--- src/rtl/muldiv_ctrl.sv ---
// rtl/muldiv_ctrl.sv - HI/LO multiply/divide unit: 2-cycle multiply, 33-cycle restoring divide
module muldiv_ctrl (
    input  logic        clock,
    input  logic        reset,
    input  logic        start,
    input  logic [2:0]  op,
    input  logic [31:0] rs_value,
    input  logic [31:0] rt_value,
    input  logic        read_req,
    input  logic        flush,
    output logic        busy,
    output logic        stall,
    output logic        done,
    output logic        divide_zero,
    output logic [31:0] hi,
    output logic [31:0] lo
);

    typedef enum logic [1:0] {IDLE, MUL, DIV, FIN} state_t;

    localparam logic [2:0] OP_MULT  = 3'b000;
    localparam logic [2:0] OP_MULTU = 3'b001;
    localparam logic [2:0] OP_DIV   = 3'b010;
    localparam logic [2:0] OP_DIVU  = 3'b011;
    localparam logic [2:0] OP_MTHI  = 3'b100;
    localparam logic [2:0] OP_MTLO  = 3'b101;

    state_t      state;
    logic [4:0]  count;
    logic [31:0] opa;
    logic [31:0] opb;
    logic        is_signed;
    logic        neg_quo;
    logic        neg_rem;
    logic [31:0] quo;
    logic [31:0] rem;
    logic [63:0] product;

    logic        accept;
    logic        op_signed;
    logic [31:0] rs_abs;
    logic [31:0] rt_abs;
    logic [65:0] prod_wide;
    logic [32:0] shifted;
    logic [32:0] diff;
    logic [31:0] quo_fix;
    logic [31:0] rem_fix;

    assign busy   = (state != IDLE);
    assign stall  = busy & (start | read_req);
    assign accept = start & (state == IDLE) & ~flush & (op <= OP_MTLO);

    assign op_signed = ~op[0];
    assign rs_abs    = (op_signed && rs_value[31]) ? (32'd0 - rs_value) : rs_value;
    assign rt_abs    = (op_signed && rt_value[31]) ? (32'd0 - rt_value) : rt_value;

    // One extra sign/zero bit per operand lets a single signed multiplier serve mult and multu
    assign prod_wide = $signed({is_signed & opa[31], opa}) * $signed({is_signed & opb[31], opb});

    // Restoring step: shift in the next dividend bit, keep the difference only if it did not borrow
    assign shifted = {rem, quo[31]};
    assign diff    = shifted - {1'b0, opb};

    assign quo_fix = neg_quo ? (32'd0 - quo) : quo;
    assign rem_fix = neg_rem ? (32'd0 - rem) : rem;

    always_ff @(posedge clock) begin
        if (reset) begin
            state       <= IDLE;
            count       <= 5'd0;
            hi          <= 32'd0;
            lo          <= 32'd0;
            done        <= 1'b0;
            divide_zero <= 1'b0;
            opa         <= 32'd0;
            opb         <= 32'd0;
            is_signed   <= 1'b0;
            neg_quo     <= 1'b0;
            neg_rem     <= 1'b0;
            quo         <= 32'd0;
            rem         <= 32'd0;
            product     <= 64'd0;
        end else begin
            done        <= 1'b0;
            divide_zero <= 1'b0;
            if (flush) begin
                state <= IDLE;
                count <= 5'd0;
            end else begin
                case (state)
                    IDLE: begin
                        if (accept) begin
                            case (op)
                                OP_MTHI: begin
                                    hi   <= rs_value;
                                    done <= 1'b1;
                                end
                                OP_MTLO: begin
                                    lo   <= rs_value;
                                    done <= 1'b1;
                                end
                                OP_MULT, OP_MULTU: begin
                                    opa       <= rs_value;
                                    opb       <= rt_value;
                                    is_signed <= op_signed;
                                    count     <= 5'd0;
                                    state     <= MUL;
                                end
                                OP_DIV, OP_DIVU: begin
                                    if (rt_value == 32'd0) begin
                                        done        <= 1'b1;
                                        divide_zero <= 1'b1;
                                    end else begin
                                        quo     <= rs_abs;
                                        rem     <= 32'd0;
                                        opb     <= rt_abs;
                                        neg_quo <= op_signed & (rs_value[31] ^ rt_value[31]);
                                        neg_rem <= op_signed & rs_value[31];
                                        count   <= 5'd0;
                                        state   <= DIV;
                                    end
                                end
                                default: ;
                            endcase
                        end
                    end
                    MUL: begin
                        if (count == 5'd0) begin
                            product <= prod_wide[63:0];
                            count   <= 5'd1;
                        end else begin
                            {hi, lo} <= product;
                            count    <= 5'd0;
                            done     <= 1'b1;
                            state    <= IDLE;
                        end
                    end
                    DIV: begin
                        if (!diff[32]) begin
                            rem <= diff[31:0];
                            quo <= {quo[30:0], 1'b1};
                        end else begin
                            rem <= shifted[31:0];
                            quo <= {quo[30:0], 1'b0};
                        end
                        count <= count + 5'd1;
                        if (count == 5'd31) begin
                            state <= FIN;
                        end
                    end
                    FIN: begin
                        lo    <= quo_fix;
                        hi    <= rem_fix;
                        done  <= 1'b1;
                        state <= IDLE;
                    end
                    default: state <= IDLE;
                endcase
            end
        end
    end

endmodule

--- config.mk ---
export PLATFORM = sky130hd
export DESIGN_NAME = muldiv_ctrl
export DESIGN_NICKNAME = d
export VERILOG_FILES = /design/src/rtl/muldiv_ctrl.sv
export SDC_FILE = /design/constraint.sdc
export NUM_CORES = 2
export LEC_CHECK = 0
export CAP_MARGIN = 30
export CORE_MARGIN = 3
export CORE_UTILIZATION = 50
export DETAILED_ROUTE_END_ITERATION = 6
export PLACE_DENSITY = 0.68
export SLEW_MARGIN = 0
export SYNTH_ARGS = -nofsm -noshare
export SYNTH_HDL_FRONTEND = slang
export SYNTH_SLANG_ARGS = --single-unit
--- constraint.sdc ---
create_clock -name clock -period 17.8 [get_ports clock]
set_input_delay 3.56 -clock clock [delete_from_list [all_inputs] [get_ports clock]]
set_output_delay 3.56 -clock clock [all_outputs]
set_load 0.02 [all_outputs]
==> results.tsv <==
stage	metric	value	unit
synthesis	synthAdderAreaFrac	48.66	%
global_routing	grt_pass1_vias	43580	
clock_network	cts.htree.levels	1	
sta	maxSlewViolCount	0	
clock_network	cts-buffers-inserted	31	
synthesis	synth_simple_gate_area_share	16.72	%
worst_setup_path	r2r_cells	26	
sta	post-route-min-period	8.845	ns
route	drc	0	
worst_setup_path	critical_path_class	reg -> reg	
sta	rsz0062_at_grt	false	
placement	dpl.hpwl	120000	µm
worst_hold_path	min_to	opa[7]	
sta	setup_tns	0	ns
clock_network	cts_tree	built	
route	drtIter0Drc	3352	
synthesis	synthMuxAreaShare	0.5109	%
final_layout	drive_gt1_share	3.200	%
clock_network	holdBufCountCts	0	
synthesis	yosys.area_share.xor_xnor	3.526	%
clock_network	post_cts_buffers	0	
final_layout	area_growth	6.691	%
power	p_total	1.761	mW
synthesis	synth_area_leader_cell	fa_1	
sta	hold_violations	0	
synthesis	ys.flop_type	dfxtp_1	
route	vias_per_cell	5.607	
floorplanning	ioPinCount	140	
floorplanning	start_util	50.75	%
worst_setup_path	path_buf_inv	5	
synthesis	synth_top_area_share	42.61	%
placement	gp_congestion	0.9649	
placement	dp_cells	7355	
worst_setup_path	crit_fanout	12	
sta	slew_headroom	27.95	%
synthesis	ys_types	80	
clock_network	clk_pin_slew	0.07	ns
worst_setup_path	cp_slowest_cell	fa_1	
status	status	finished clean	
synthesis	synth_most_common_cell	inv_1	
synthesis	synth_compound_area_share	9.548	%
global_routing	grt_pass1_wl	245100	µm
placement	port_buffers	139	
global_routing	antenna_found_initial	4	
final_layout	final_cells	7414	
synthesis	ys_top_cells_by_count	1162 x inv_1, 1126 x fa_1, 1087 x nand2_1	
synthesis	synthArstFlopShare	0	%
final_layout	final_nets	7462	
sta	worstMarginPinSlew	1.081	ns
synthesis	ys_ff_latch	268	
worst_setup_path	crit_path_end_kind	register	
sta	period_share	49.69	%
final_layout	utilization	54.15	%
synthesis	synth-edff-count	0	
route	wl	151900	µm
clock_network	clock_path_buffers	3	
sta	max_freq	113.1	MHz
clock_network	clk_latency	0.60	ns
route	drt-wirelength-per-cell	20.48	µm
worst_hold_path	whs_path_depth	2	
worst_hold_path	hold_start	opa[7]	
worst_setup_path	cp_top_family	adder cells	
worst_setup_path	reg2reg_from	is_signed	
worst_setup_path	critPathArrivalTime	9.30	ns
global_routing	track_usage	27.94	%
route	ant_nets	0	
clock_network	cts_resized	0	
clock_network	cts.sinks	268	
synthesis	synth_area	52900	µm²
route	vias	41570	
worst_setup_path	reg2reg_to	product[59]	
worst_setup_path	worst-r2r-setup-slack	8.95	ns
synthesis	yosys-top-cells-area	fa_1 43%, dfxtp_1 10%, inv_1 8.2%	
synthesis	synth_top_family_by_area	adder cells	
final_layout	n_fill_cell	9629	
worst_hold_path	hold_class	reg -> reg	
power	powerDensity	31.20	nW/µm²
worst_setup_path	crit_top_cell	fa_1	
worst_setup_path	cpPeakStageDelay	0.62	ns
synthesis	syn_inst	6122	
global_routing	grt-ovfl-total	0	
worst_setup_path	start_kind	register	
sta	setup_viol	0	
global_routing	grt_max_degree	84	
synthesis	syn_nets	7576	
synthesis	ys_seq_area_share	10.14	%
synthesis	yosys_warnings	0	
power	leakage	25.35	nW
floorplanning	rows	118	
worst_setup_path	critPathRequiredTime	18.26	ns
floorplanning	die_x	331.3	µm
route	drtPass1Iterations	6	
power	peakVddDrop	0.00007553	V
job	maxCapViolCount	0	
floorplanning	fp.dieH	331.3	µm
floorplanning	design.die.area	109700	µm²
sta	skew	0.02222	ns
floorplanning	coreArea	104200	µm²
synthesis	avgSynthCellArea	8.641	µm²
clock_network	cts_root_buf	clkbuf_16	
## worst reg2reg max path: cells and delay by family, from the launching register on
kind / cells / cell delay [ns]
adders and majority gates: 9 / 4.41
AOI/OAI and AO/OA: 8 / 2.35
buffers and inverters: 5 / 0.79
and+or+nand+nor: 3 / 0.72
DFF: 1 / 0.33
xor gates and xnor gates: 1 / 0.13
## sequential cells by signal, summed over array words and instances, names as in the netlist
register / cells
hi: 32
quo: 32
rem: 32
divide_zero: 1
is_signed: 1
product: 64
done: 1
neg_quo: 1
opb: 32
neg_rem: 1
count: 5
lo: 32
state: 2
opa: 32
## worst max-delay path by stage
| stage | from | end | slack, ns | cells after the start |
|---|---|---|---|---|
| global route | is_signed | product[59] | 8.54 | 26 |
| floorplan | opa[31] | product[57] | 9.98 | 28 |
| CTS | is_signed | product[59] | 9.07 | 26 |
| detailed placement | is_signed | product[59] | 9.12 | 26 |
| global placement | opa[31] | product[59] | 9.36 | 26 |
| finish | is_signed | product[59] | 8.95 | 26 |
## stage by stage
step                area (µm²)  hold WS, ns  setup WS, ns
detailed placement       55320       0.4470         9.122
finish                   56440       0.4569         8.955
CTS                      56440       0.4557         9.072
global placement         55320       0.4412         9.364
floorplan                52900       0.4255         9.982
global route             56440       0.4723         8.541
## logic make-up after synthesis
group / Yosys count
buf+inv: 1527
mux: 27
flops: 268
fa+ha+maj: 1382
simple gates: 1934
compound gates: 771
xor+xnor: 213
## area by class of cell
cell class	instances	area [µm²]	area share, %
Clock inverter	18	271.5	0.4810
Multi-Input combinational cell	4327	41860	74.16
Tap cell	1380	1727	3.059
Antenna cell	2	5.005	0.008867
Sequential cell	268	5389	9.548
Timing Repair Buffer	218	1986	3.518
Clock buffer	39	845.8	1.499
Inverter	1162	4362	7.728
## report_power, final
group          internal, mW  switching, mW  total [mW]  leakage, nW
clock                 0.425          0.284       0.709        0.547
combinational         0.141          0.269       0.411         22.6
sequential            0.613         0.0282       0.641         2.17
total                  1.18          0.582        1.76         25.3
## routing by layer
layer	global-route usage, %	vias to the layer above	part of all wire (%)
met5	0	-	0.0086
met3	2.949	291	6.5
met4	8.609	2	3.7
met1	37.97	21280	41
met2	47.27	1527	49
li1	-	18470	-
## cells in the final DEF (no fill, tap or decap), types with 14 or more instances in the layout
cell,Yosys,routed
inv_1,1162,1162
fa_1,1126,1126
nand2_1,1087,1087
and2_1,390,390
ha_1,256,254
dfxtp_1,268,249
a21oi_1,235,233
nor2_1,230,226
xnor2_1,168,168
clkdlybuf4s50_1,0,138
o21ai_0,134,134
buf_4,2,79
a211oi_1,64,64
a311oi_1,55,55
a22oi_1,51,51
a21o_1,47,47
xor2_1,45,45
and3_1,36,36
o31ai_1,32,32
clkbuf_16,0,31
o211ai_1,30,30
nand3_1,28,28
nor3_1,29,28
mux2i_1,27,27
a31oi_1,21,21
dfxtp_2,0,19
o41ai_1,18,18
nor4_1,17,17
o21bai_1,16,16
nand2b_1,16,16
or2_2,15,15
nor2b_1,14,14
a221oi_1,14,14
Note: power is estimated with default switching activity, not from simulation.
